[src/rtl/calc_entry_if.sv]
// Keypad-event / ALU-request bundle for calc_entry.
// The scanner side drives keys and ack (master); calc_entry drives operands and status (slave).
interface calc_entry_if #(
  parameter int DIGITS = 4
);
  localparam int W = 4 * DIGITS;

  logic         key_stb;
  logic         is_num;
  logic         is_op;
  logic         is_eq;
  logic [3:0]   num_val;
  logic [1:0]   op_val;
  logic         calc_ack;
  logic [W-1:0] operand_a;
  logic [W-1:0] operand_b;
  logic [1:0]   op_out;
  logic         calc_req;
  logic [W-1:0] disp_bcd;
  logic [1:0]   phase;
  logic         ovf;

  modport master (
    output key_stb, is_num, is_op, is_eq, num_val, op_val, calc_ack,
    input  operand_a, operand_b, op_out, calc_req, disp_bcd, phase, ovf
  );

  modport slave (
    input  key_stb, is_num, is_op, is_eq, num_val, op_val, calc_ack,
    output operand_a, operand_b, op_out, calc_req, disp_bcd, phase, ovf
  );
endinterface

[src/rtl/calc_entry.sv]
// Assembles two BCD operands and an operator from keypad events, then
// requests the ALU with a level req held until ack.
module calc_entry #(
  parameter int DIGITS = 4
) (
  input logic        clk,
  input logic        rst_n,
  calc_entry_if.slave bus
);
  localparam int W  = 4 * DIGITS;
  localparam int CW = $clog2(DIGITS + 1);
  localparam logic [CW-1:0] FULL = CW'(DIGITS);

  typedef enum logic [1:0] {
    ENTER_A = 2'd0,
    ENTER_B = 2'd1,
    REQ     = 2'd2
  } state_t;

  state_t        state;
  logic [W-1:0]  a, b, disp;
  logic [CW-1:0] cnt_a, cnt_b;
  logic [1:0]    op;
  logic          req, ovf;

  logic [W-1:0]  a_next, b_next;
  logic          digit_ok;

  // Shift the new digit into the low nibble; the top digit falls off the truncation.
  always_comb begin
    a_next   = W'({a, bus.num_val});
    b_next   = W'({b, bus.num_val});
    digit_ok = bus.is_num && (bus.num_val <= 4'd9);
  end

  always_ff @(posedge clk or negedge rst_n) begin
    if (!rst_n) begin
      state <= ENTER_A;
      a     <= '0;
      b     <= '0;
      disp  <= '0;
      cnt_a <= '0;
      cnt_b <= '0;
      op    <= '0;
      req   <= 1'b0;
      ovf   <= 1'b0;
    end else begin
      case (state)
        ENTER_A: begin
          if (bus.key_stb && !bus.is_eq) begin
            if (bus.is_op) begin
              op    <= bus.op_val;
              b     <= '0;
              cnt_b <= '0;
              disp  <= '0;
              state <= ENTER_B;
            end else if (digit_ok && !(bus.num_val == 4'd0 && cnt_a == '0)) begin
              if (cnt_a != FULL) begin
                a     <= a_next;
                disp  <= a_next;
                cnt_a <= cnt_a + CW'(1);
              end else begin
                ovf <= 1'b1;
              end
            end
          end
        end
        ENTER_B: begin
          if (bus.key_stb) begin
            if (bus.is_eq) begin
              req   <= 1'b1;
              state <= REQ;
            end else if (bus.is_op) begin
              if (cnt_b == '0) op <= bus.op_val;
            end else if (digit_ok && !(bus.num_val == 4'd0 && cnt_b == '0)) begin
              if (cnt_b != FULL) begin
                b     <= b_next;
                disp  <= b_next;
                cnt_b <= cnt_b + CW'(1);
              end else begin
                ovf <= 1'b1;
              end
            end
          end
        end
        REQ: begin
          if (bus.calc_ack) begin
            req   <= 1'b0;
            a     <= '0;
            b     <= '0;
            disp  <= '0;
            cnt_a <= '0;
            cnt_b <= '0;
            op    <= '0;
            ovf   <= 1'b0;
            state <= ENTER_A;
          end
        end
        default: state <= ENTER_A;
      endcase
    end
  end

  assign bus.operand_a = a;
  assign bus.operand_b = b;
  assign bus.op_out    = op;
  assign bus.calc_req  = req;
  assign bus.disp_bcd  = disp;
  assign bus.phase     = state;
  assign bus.ovf       = ovf;
endmodule

[src/flat_wrapper.sv]
// flat-port wrapper written by rule: the top's interface ports become plain ports
module calc_entry_flat 
#(
  parameter int DIGITS = 4
)
  (clk, rst_n, bus_key_stb, bus_is_num, bus_is_op, bus_is_eq, bus_num_val, bus_op_val, bus_calc_ack, bus_operand_a, bus_operand_b, bus_op_out, bus_calc_req, bus_disp_bcd, bus_phase, bus_ovf);
  calc_entry_if #(.DIGITS(DIGITS)) bus_i ();
  input logic clk;
  input logic rst_n;
  input wire logic [$bits(bus_i.key_stb)-1:0] bus_key_stb;
  input wire logic [$bits(bus_i.is_num)-1:0] bus_is_num;
  input wire logic [$bits(bus_i.is_op)-1:0] bus_is_op;
  input wire logic [$bits(bus_i.is_eq)-1:0] bus_is_eq;
  input wire logic [$bits(bus_i.num_val)-1:0] bus_num_val;
  input wire logic [$bits(bus_i.op_val)-1:0] bus_op_val;
  input wire logic [$bits(bus_i.calc_ack)-1:0] bus_calc_ack;
  output wire logic [$bits(bus_i.operand_a)-1:0] bus_operand_a;
  output wire logic [$bits(bus_i.operand_b)-1:0] bus_operand_b;
  output wire logic [$bits(bus_i.op_out)-1:0] bus_op_out;
  output wire logic [$bits(bus_i.calc_req)-1:0] bus_calc_req;
  output wire logic [$bits(bus_i.disp_bcd)-1:0] bus_disp_bcd;
  output wire logic [$bits(bus_i.phase)-1:0] bus_phase;
  output wire logic [$bits(bus_i.ovf)-1:0] bus_ovf;
  assign bus_i.key_stb = bus_key_stb;
  assign bus_i.is_num = bus_is_num;
  assign bus_i.is_op = bus_is_op;
  assign bus_i.is_eq = bus_is_eq;
  assign bus_i.num_val = bus_num_val;
  assign bus_i.op_val = bus_op_val;
  assign bus_i.calc_ack = bus_calc_ack;
  assign bus_operand_a = bus_i.operand_a;
  assign bus_operand_b = bus_i.operand_b;
  assign bus_op_out = bus_i.op_out;
  assign bus_calc_req = bus_i.calc_req;
  assign bus_disp_bcd = bus_i.disp_bcd;
  assign bus_phase = bus_i.phase;
  assign bus_ovf = bus_i.ovf;
  calc_entry #(.DIGITS(DIGITS)) u_core (.clk(clk), .rst_n(rst_n), .bus(bus_i));
endmodule
[config.mk]
export PLATFORM = sky130hd
export DESIGN_NAME = calc_entry_flat
export DESIGN_NICKNAME = d
export VERILOG_FILES = /design/src/rtl/calc_entry_if.sv /design/src/rtl/calc_entry.sv /design/src/flat_wrapper.sv
export SDC_FILE = /design/constraint.sdc
export NUM_CORES = 1
export LEC_CHECK = 0
export ABC_AREA = 1
export CORE_MARGIN = 3
export CORE_UTILIZATION = 33
export DETAILED_ROUTE_END_ITERATION = 12
export PLACE_DENSITY = 0.57
export REMOVE_ABC_BUFFERS = 1
export SETUP_SLACK_MARGIN = 0.05
export SLEW_MARGIN = 20
export SYNTH_ARGS = -nofsm -noshare
export SYNTH_HDL_FRONTEND = slang
export SYNTH_SLANG_ARGS = --single-unit
export TNS_END_PERCENT = 20
[constraint.sdc]
create_clock -name clk -period 2.1 [get_ports clk]
set_input_delay 0.42 -clock clk [delete_from_list [all_inputs] [get_ports clk]]
set_output_delay 0.42 -clock clk [all_outputs]
set_load 0.01 [all_outputs]
==> impl_table.tex <==
\begin{tabular}{lr}
\hline
Metric & Value \\
\hline
\multicolumn{2}{l}{\textbf{Final layout}} \\
Layout Cells excl Fill & 553 \\
Diodes inserted & 0 \\
Post-synthesis to final-layout area growth & 38.2\% \\
Share of post-route cells with drive strength above 1 & 11.4\% \\
Total Nets Final & 465 \\
Filler cells & 850 \\
\multicolumn{2}{l}{\textbf{Global routing}} \\
Layer with the highest usage & met2 \\
All-layer global routing usage & 16.4\% \\
GRT met2 Usage & 26.1\% \\
Met3 Use GR & 3.20\% \\
Initial antenna violation count & 0 \\
Aggregate global routing overflow & 0 \\
Met1 layer usage reported by global route & 22.0\% \\
Pin count of the biggest net entering global routing & 39 \\
First-pass GRT wire length & 12.9 mm \\
Via count of the first global-routing pass & 2,498 \\
\multicolumn{2}{l}{\textbf{Logic synthesis}} \\
Number of warnings printed during yosys synthesis & 0 \\
Syn Inst Count & 364 \\
Number of synthesized flops with an enable pin & 0 \\
Netlist area before placement & 2940 um\^{}2 \\
Async set-reset flop share out of synthesis & 100\% \\
Cell taking the most area after synthesis & dfrtp\_1 \\
Leading post-synthesis cells by instance count & nand2\_1 (164), dfrtp\_1 (60), o21ai\_0 (26), inv\_1 (21) \\
Cell with the most instances after synthesis & nand2\_1 \\
Number of register bits inferred by synthesis & 60 \\
Avg Synthesized Cell Area & 8.08 um\^{}2 \\
Largest cells by area after synthesis & dfrtp\_1 (51\%), nand2\_1 (21\%), o21ai\_0 (4.4\%) \\
Fraction of post-synthesis cell area in the top cell type by area & 51.0\% \\
Flip-flop cell with the highest count after synthesis & dfrtp\_1 \\
Sequential area share after synthesis & 51.0\% \\
Unique cell type count in the Yosys netlist & 24 \\
\multicolumn{2}{l}{\textbf{Pwr}} \\
Int Power & 3.68 mW \\
Power density over the cells & 1520 nW/um\^{}2 \\
Switching fraction of total power & 40.6\% \\
Sum of internal, switching and leakage power & 6.19 mW \\
Leakage & 1.97 nW \\
Worst supply voltage drop on vdd & 0.755 mV \\
Power spent charging and discharging nets & 2.51 mW \\
Clock network fraction of design power & 20.0\% \\
Combinational Power Share & 49.6\% \\
Part of the total power dissipated in sequential elements & 30.4\% \\
\multicolumn{2}{l}{\textbf{Setup path}} \\
Critical path launch point type & flop \\
Largest fanout on the critical path & 16 \\
Crit path buf inv count & 3 \\
FF-to-FF path depth & 8 \\
Cell count along the critical path & 8 \\
Crit path max-delay family & buffers and inverters \\
Arrival time of data at the critical path endpoint & 2.09 ns \\
CP Data Required Time & 2.33 ns \\
WS Path Type & reg2reg \\
Largest incremental delay on the critical path & 0.44 ns \\
Sort of element at the end of the critical path & flop \\
Slowest cell on the critical path & dfrtp\_1 \\
Worst-path cell chain & inv\_1 > ha\_2 > nand2\_1 > nand4\_1 > clkinv\_1 > buf\_4 > nand4\_1 > nand2\_1 \\
\multicolumn{2}{l}{\textbf{Timing}} \\
Number of slew-limit violations in the final report & 0 \\
Worst slew margin relative to its limit & 69.8\% \\
Transition at the pin with the smallest max-transition slack & 0.452 ns \\
Worst Skew & 0.00894 ns \\
Count of final hold-check violations & 0 \\
Unrepaired setup endpoints after global routing & no \\
Highest clock rate & 537 MHz \\
Worst Hold Margin & 0.0257 ns \\
Final number of setup-violating endpoints & 0 \\
Final period util & 88.7\% \\
Minimum period implied by the final worst setup slack & 1.86 ns \\
\multicolumn{2}{l}{\textbf{Clock network}} \\
Root Driver & clkbuf\_8 \\
Number of sinks on the clock net & 60 \\
Clk slew on worst S/H paths & 0.07 ns \\
CTS Buffer Depth & 2 \\
CTS H-Tree Depth & 3 \\
TritonCTS clock tree & built \\
Number of buffers added by the clock tree synthesis step & 9 \\
Clock latency of the later-clocked register in the worst-skew pair & 0.33 ns \\
\multicolumn{2}{l}{\textbf{Drt}} \\
DRT Pass-1 Iters & 4 \\
Final routed DRC violation total & 0 \\
Routed vias/inst & 4.75 \\
Vias post-DR & 2,628 \\
Drt first-iter violations & 123 \\
Remaining antenna violation count & 0 \\
Overall routed net length & 7.66 mm \\
Average wire length per cell after detail routing & 13.8 um \\
\multicolumn{2}{l}{\textbf{Placement}} \\
Total instance count after detailed placement & 536 \\
Final HPWL from detailed placement & 5.60 mm \\
Final estimated routing congestion in global placement & 0.823 \\
Number of buffers inserted by port buffering & 66 \\
\multicolumn{2}{l}{\textbf{Floorplan}} \\
Core Box Area & 8420 um\^{}2 \\
Width of the die & 100 um \\
Starting utilization of the core area & 34.9\% \\
Die Area & 10,100 um\^{}2 \\
Top Ports & 67 \\
DIE HEIGHT & 100 um \\
Cell row count & 33 \\
\multicolumn{2}{l}{\textbf{Status}} \\
Outcome & finished, final reports clean \\
\multicolumn{2}{l}{\textbf{Flow run}} \\
Max-capacitance violation count & 0 \\
\multicolumn{2}{l}{\textbf{Worst hold path}} \\
Class of the tightest hold or removal check & in2async \\
\hline
\end{tabular}
==> worst paths after layout <==
| check | start | endpoint | slack (ns) |
|---|---|---|---|
| min in group clk | u_core.bus.disp_bcd[13] | u_core.bus.disp_bcd[13] | 0.47 |
| worst max register to register | u_core.bus.phase[1] | u_core.bus.disp_bcd[11] | 0.24 |
| worst min register to register | u_core.bus.disp_bcd[13] | u_core.bus.disp_bcd[13] | 0.47 |
| worst max-delay path | u_core.bus.phase[1] | u_core.bus.disp_bcd[11] | 0.24 |
| max in group asynchronous | rst_n | u_core.bus.ovf | 1.51 |
| worst min-delay path | rst_n | u_core.bus.operand_b[13] | 0.03 |
==> logic make-up after synthesis <==
kind of cell    after synthesis  share of synthesized area [%]
simple gates                210                           29.2
flops                        60                           51.0
compound gates               45                           9.44
buf+inv                      38                           5.87
fa+ha+maj                     9                           3.83
xor+xnor                      2                          0.596
==> worst reg2reg max path: stages, from the launching register on <==
cell	delay, ns
dfrtp_1	0.44
inv_1	0.13
ha_2	0.33
nand2_1	0.12
nand4_1	0.16
clkinv_1	0.17
buf_4	0.23
nand4_1	0.12
nand2_1	0.06
==> through the flow <==
step                      cell area [um^2]  utilization [%]  setup TNS (ns)  worst slack [ns]
final                                 4060             48.2               0             0.237
after global routing                  4060             48.2               0            0.0551
after CTS                             4040             47.9               0             0.121
after detailed placement              3800             45.2               0            0.0134
after global placement                3800             45.2               0            0.0444
after floorplan                       2850                -           -8.53            -0.297
==> power by group through the flow <==
stage	logic (mW)	registers, mW	clock network (mW)
2_1_floorplan	1.43	1.99	0
3_3_place_gp	3.00	1.89	0
3_5_place_dp	3.04	1.90	0
4_1_cts	3.05	1.88	1.27
5_1_grt	3.45	1.94	1.32
6_report	3.07	1.88	1.24
==> registers in the layout, indices dropped and copies added, names as in the netlist <==
| signal | cells |
|---|---|
| u_core.bus.operand_b | 16 |
| u_core.cnt_b | 3 |
| u_core.bus.ovf | 1 |
| u_core.bus.calc_req | 1 |
| u_core.bus.op_out | 2 |
| u_core.bus.operand_a | 16 |
| u_core.cnt_a | 3 |
| u_core.bus.disp_bcd | 16 |
| u_core.bus.phase | 2 |
==> timing repair <==
| action | 4_1_cts | 5_1_grt |
|---|---|---|
| hold buffers | 0 | 0 |
| setup endpoints to repair | 0 | 55 |
| setup buffers | 0 | 1 |
| gates resized for setup | 0 | 3 |
==> layout by cell type (no fill, tap or decap), drive strengths merged <==
cell type / synthesis / layout
a21oi: 5 / 5
bufinv: 0 / 3
clkinv: 1 / 3
nand2: 165 / 165
clkbuf: 9 / 11
buf: 7 / 19
clkdlybuf4s50: 0 / 65
o21ai: 39 / 39
o2111ai: 1 / 1
xor2: 2 / 2
nand4: 18 / 18
nor3: 1 / 1
nor2: 20 / 20
inv: 21 / 21
nand3: 6 / 6
ha: 9 / 9
dfrtp: 60 / 60
==> final cells by class <==
| class | instances | area (um^2) | share of cell area [%] |
|---|---|---|---|
| flip-flops and latches | 60 | 1500 | 36.9 |
| multi-input cells | 266 | 1280 | 31.4 |
| repair buffers | 84 | 841 | 20.7 |
| clock buffers | 11 | 131 | 3.23 |
| well taps | 105 | 131 | 3.23 |
| clock inverters | 5 | 100 | 2.46 |
| inverters | 22 | 82.6 | 2.03 |
==> per-layer routing <==
layer  vias up  wire, um
met1      1229      3620
met2        71      3530
met5         -         0
li1       1319         -
met4         0       123
met3         9       381
Power figures use the tool's default switching activity.
==> variant 1 (same flow settings) <==
`DIGITS` is set to 4 in 3 places; all go to 8.
--- a/src/rtl/calc_entry_if.sv
+++ b/src/rtl/calc_entry_if.sv
@@ -3,3 +3,3 @@
 interface calc_entry_if #(
-  parameter int DIGITS = 4
+  parameter int DIGITS = 8
 );
--- a/src/rtl/calc_entry.sv
+++ b/src/rtl/calc_entry.sv
@@ -3,3 +3,3 @@
 module calc_entry #(
-  parameter int DIGITS = 4
+  parameter int DIGITS = 8
 ) (
--- a/src/flat_wrapper.sv
+++ b/src/flat_wrapper.sv
@@ -3,3 +3,3 @@
 #(
-  parameter int DIGITS = 4
+  parameter int DIGITS = 8
 )
Ports: changed (resized bus_disp_bcd, bus_operand_a and bus_operand_b); port bits go from 67 to 115. The function was not compared with the original's and may differ.
==> variant 1 against the original RTL <==
Sequential share of layout area shrank 0.22 points. Via count is 87% higher. Critical path depth is 4 higher. Hold slack gained 14 ps. Design area rose by 84%. Highest routed layer unchanged. Wire length is 120% higher. Sequential cell count is 50 higher. Core utilization increased by 0.16 points. Worst setup slack worse by 160 ps. Total power is 83% higher. Synthesized area rose by 80%. Die area up 75%. Non-clock buffer count grew 81.
==> variant 1: results (changes against the original RTL) <==
Setup path
  • WP data arrival: 2300 ps (was 2090 ps)
  • CP Max Fanout: 7 (was 16)
  • Max stage delay on crit path: 420 ps (was 440 ps)
  • Slowest CP cell: dfrtp_1 (unchanged)

Final layout
  • N_diodes: 0 (unchanged)
  • Fillers: 1479 (was 850)
  • Total Nets Final: 821 (was 465)
  • Fraction of layout cells with a size suffix above 1: 0.1171 (was 0.1138)

Timing
  • Clock skew: 7.891 ps (was 8.944 ps)
  • Worst Tran Pin Value: 598.5 ps (was 452.4 ps)

Placement
  • DPL Wire Length: 11010 um (was 5596 um)
  • Routability-driven placement congestion ratio: 0.8817 (was 0.8229)
  • Port Buf Inserts: 114 (was 66)

GRT
  • First-pass GRT wire length: 26140 um (was 12890 um)
  • Number of global-route vias before repair: 5035 (was 2498)
  • Gr usage total: 0.1847 (was 0.1636)
  • Largest net degree at the start of global routing: 36 (was 39)
  • Antenna violations before repair: 0 (unchanged)

Synthesis
  • Seq/Total Area, Yosys: 0.5192 (was 0.5104)
  • Yosys warning count: 0 (unchanged)
  • Post-synthesis async set-or-reset flop share: 1.000 (unchanged)
  • Post-synth EDFFs: 0 (unchanged)
  • Library cells used by synthesis: 29 (was 24)
  • Top post-synthesis cells by count: 229 x nand2_1, 110 x dfrtp_1, 83 x inv_1 (was 164 x nand2_1, 60 x dfrtp_1, 26 x o21ai_0)
  • Largest cells by area after synthesis: dfrtp_1 52%, nand2_1 16%, o21ai_0 6.2% (was dfrtp_1 51%, nand2_1 21%, o21ai_0 4.4%)

Clocking
  • Root buffer cell: clkbuf_16 (was clkbuf_8)
  • Clock-pin transition on the worst setup and hold timing paths: 70 ps (about the same)
  • Skew-Pair Late Insertion Delay: 360 ps (was 330 ps)
  • CTS Hold Bufs: 0 (unchanged)
  • Total number of H-tree levels: 3 (unchanged)
  • Longest Clk Path Bufs: 2 (unchanged)
  • Total CTS buffers: 9 (unchanged)

Detailed routing
  • Met1 Wirelength: 7585 um (was 3622 um)
  • Starting DRC count in detailed routing: 459 (was 123)
  • Met2 wire len: 7682 um (was 3527 um)
  • Wire per inst: 16.29 um (was 13.84 um)
  • Top Layer Used: met4 (unchanged)
  • Routed vias/inst: 4.846 (was 4.752)
  • Met3 routed WL: 932 um (was 381 um)
  • Drt pass-1 iters: 6 (was 4)

Min path
  • Worst Hold Class: in -> async (unchanged)

Power and ir drop
  • Pleak: 0.003789 uW (was 0.001973 uW)
  • VDD IR max: 0.7448 mV (was 0.7553 mV)

Run status
  • Status: finished clean (unchanged)
-- variant 1: changes by cell type after synthesis, sizes merged, moves of 2 or more --
| cell | before | now |
|---|---|---|
| o21ai | 39 | 77 |
| buf | 7 | 20 |
| inv | 21 | 87 |
| a21oi | 5 | 3 |
| nand2 | 165 | 231 |
| dfrtp | 60 | 110 |
| clkbuf | 9 | 17 |
| nor2 | 20 | 26 |
| nand3 | 6 | 10 |
| nand4 | 18 | 34 |
| o22ai | 0 | 28 |
-- variant 1: cell families (layout without fill, tap and decap cells) --
logic type	after synthesis	in the layout	synth area share
DFF	110	110	0.5192
xor gates and xnor gates	4	4	0.006610
and+or+nand+nor	303	303	0.2419
buffers and inverters	124	267	0.09700
AOI/OAI and AO/OA	110	110	0.1140
adders and majority gates	9	9	0.02124
-- variant 1: per-layer routing --
layer	up-vias	global-route usage
li1	2393	-
met3	27	0.03384
met1	2322	0.2523
met5	-	0
met4	0	0.07333
met2	172	0.2915
-- variant 1: path summary, 6_finish.rpt --
check                                          from                       end  slack [ps]  cells after the start
setup reg to reg                u_core.bus.phase[0]   u_core.bus.operand_a[0]          80                     12
setup / recovery                u_core.bus.phase[0]   u_core.bus.operand_a[0]          80                     12
max in group asynchronous                     rst_n           u_core.cnt_b[0]        1480                      2
hold / removal                                rst_n       u_core.bus.calc_req          40                      1
hold reg to reg            u_core.bus.operand_a[29]  u_core.bus.operand_a[29]         480                      2
min in group clk           u_core.bus.operand_a[29]  u_core.bus.operand_a[29]         480                      2
-- variant 1: area by class of cell --
cell class                 count  area share
sequential                   110      0.3673
multi-input combinational    426      0.2776
timing repair buffer         165      0.2362
inverter                      87     0.04491
tap                          211     0.03523
clock buffer                  11     0.03239
clock inverter                 4    0.006344
-- variant 1: power by group --
group	switching (uW)	internal (uW)
clock	776	949
combinational	3560	2810
sequential	498	2750
total	4830	6510
-- variant 1: stage by stage --
| step | hold slack (ps) | worst slack, ps | std cells | instance area, um2 |
|---|---|---|---|---|
| 2_1_floorplan | 124.4 | -554.4 | 623 | 5114 |
| 3_3_place_gp | 424.0 | 16.36 | 983 | 6932 |
| 3_5_place_dp | 431.4 | -26.94 | 983 | 6932 |
| 4_1_cts | 47.08 | 42.02 | 998 | 7224 |
| 5_1_grt | 68.38 | -3.708 | 1014 | 7495 |
| 6_report | 39.76 | 75.66 | 1014 | 7495 |
-- variant 1: worst max-delay path: cells and delay by family (launching register included) --
| family | cells | cell delay (ps) |
|---|---|---|
| adder cells (fa/ha/maj) | 1 | 180 |
| flip-flops | 1 | 420 |
| AO/OA/AOI/OAI | 2 | 130 |
| buffers and inverters | 4 | 500 |
| AND/OR/NAND/NOR | 5 | 700 |
-- variant 1: repair_timing --
item	in CTS	in global routing
resized for setup	1	22
setup endpoints to repair	9	100
cloned	0	4
pin swaps	0	4
setup buffers	0	12
==> variant 2 (same flow settings) <==
Made on the original files. Reset style: synchronous (`rst_n`), changed in one clocked block.
--- a/src/rtl/calc_entry.sv
+++ b/src/rtl/calc_entry.sv
@@ -35,3 +35,3 @@
 
-  always_ff @(posedge clk or negedge rst_n) begin
+  always_ff @(posedge clk) begin
     if (!rst_n) begin
Function: differs if rst_n is asserted again (counterexample within 4 cycles, from zero or initial values and one cycle with rst_n low); with rst_n held inactive, the same outputs for 4 cycles.
==> variant 2 against the original RTL <==
Hold slack improved by 420 ps. Design area increased by 3.5%. Cell count increased by 16%. First-iteration DRC count increased by 22%. Count of clock-buffer cells in the layout decreased by 2. Sequential cell count unchanged. Die area increased by 1.9%. Worst setup slack got worse by 69 ps. Wire length increased by 4.8%. Total power increased by 20%. Synthesized area increased by 2.0%.
==> variant 2: results (changes against the original RTL) <==
Detailed routing
  • Starting DRC count in detailed routing: 150 (was 123)
  • Via count: 2938 (was 2628)
  • Detailed Route WL: 8023 um (was 7655 um)
  • Routed vias/inst: 4.598 (was 4.752)

Setup path
  • CP Max Fanout: 4 (was 16)
  • Slowest CP cell: dfxtp_1 (was dfrtp_1)
  • WP data arrival: 2160 ps (was 2090 ps)
  • Max stage delay on crit path: 400 ps (was 440 ps)
  • R2R setup slack: 170 ps (was 240 ps)

Synthesis
  • Seq/Total Area, Yosys: 0.4003 (was 0.5104)
  • Library cells used by synthesis: 32 (was 24)
  • Synth Flop Type: dfxtp_1 (was dfrtp_1)
  • Syn Std Cell Area: 3000 um2 (was 2942 um2)
  • Post-synthesis async set-or-reset flop share: 0 (was 1.000)
  • Cells after Synth: 443 (was 364)
  • Largest cells by area after synthesis: dfxtp_1 40%, nand2_1 12%, nor2_1 8.8% (was dfrtp_1 51%, nand2_1 21%, o21ai_0 4.4%)

GRT
  • First-pass GRT wire length: 13200 um (was 12890 um)
  • Met3 GRT Util: 0.02961 (was 0.03197)
  • Met2 usage: 0.2455 (was 0.2615)
  • Number of global-route vias before repair: 2756 (was 2498)

Placement
  • DP Cell Count: 623 (was 536)
  • Routability-driven placement congestion ratio: 0.9071 (was 0.8229)
  • DPL Wire Length: 5987 um (was 5596 um)

Run status
  • Status: finished clean (unchanged)

Timing
  • Clock skew: 8.796 ps (was 8.944 ps)
  • Slew HR: 0.7417 (was 0.6984)

Power and ir drop
  • VDD IR max: 0.5130 mV (was 0.7553 mV)
  • Pleak: 0.001819 uW (was 0.001973 uW)

Final layout
  • Fraction of layout cells with a size suffix above 1: 0.1130 (was 0.1138)
  • Total Nets Final: 548 (was 465)
  • Fillers: 898 (was 850)

Min path
  • Worst Hold Class: reg -> reg (was in -> async)
variant 2: cell count changes in the layout (fill, tap and decap cells not counted), moves of 38 or more:
cell	delta
nand3_1	+38
nor2_1	+52
dfrtp_1	-60
inv_1	+41
nand2_1	-67
dfxtp_1	+60
variant 2: final cells by class:
class,instances,share of cell area
Clock buffer,9,0.02945
Inverter,66,0.05889
Sequential cell,60,0.2855
Tap cell,108,0.03212
Multi-Input combinational cell,298,0.3427
Clock inverter,7,0.03480
Timing Repair Buffer,91,0.2165
variant 2: report_power, final:
part           switching [uW]  internal, uW  total, uW
Clock                     506           919       1420
Sequential                320          1620       1940
Combinational            2200          1850       4050
Total                    3020          4390       7420
variant 2: worst reg2reg max path: cells and delay by family, from the launching register on:
kind	cells	cell delay [ps]
buffers and inverters	5	580
AND/OR/NAND/NOR	5	500
flip-flops	1	400
adder cells (fa/ha/maj)	1	290
AO/OA/AOI/OAI	1	60
variant 2: stage by stage:
stage	area, um2	hold WS [ps]	setup slack (ps)
global route	4207	483.0	44.16
floorplan	2888	462.7	-195.8
finish	4207	444.9	168.5
detailed placement	3934	438.6	-7.179
global placement	3934	433.9	-9.216
CTS	4204	451.5	139.9
variant 2: cell families after synthesis:
group,synth area share
compound gates,0.1218
xor+xnor,0.005839
fa+ha+maj,0.03753
buf+inv,0.1201
flops,0.4003
simple gates,0.3144
variant 2: what timing repair did:
action / 4_1_cts / 5_1_grt
gates resized for setup: 0 / 1
hold buffers: 0 / 0
endpoints found under the hold margin: 0 / 0
endpoints found under the setup margin: 0 / 18
variant 2: worst paths after layout:
path	depth (start not counted)	startpoint	endpoint
max	12	u_core.bus.phase[0]	u_core.bus.op_out[0]
min	2	u_core.bus.operand_b[15]	u_core.bus.operand_b[15]
max reg2reg	12	u_core.bus.phase[0]	u_core.bus.op_out[0]
min reg2reg	2	u_core.bus.operand_b[15]	u_core.bus.operand_b[15]
variant 2: layer usage:
| layer | wire (um) | part of all wire |
|---|---|---|
| met2 | 3516 | 0.44 |
| met3 | 331 | 0.041 |
| met4 | 133 | 0.017 |
| met1 | 4042 | 0.50 |
| met5 | 0 | 0 |
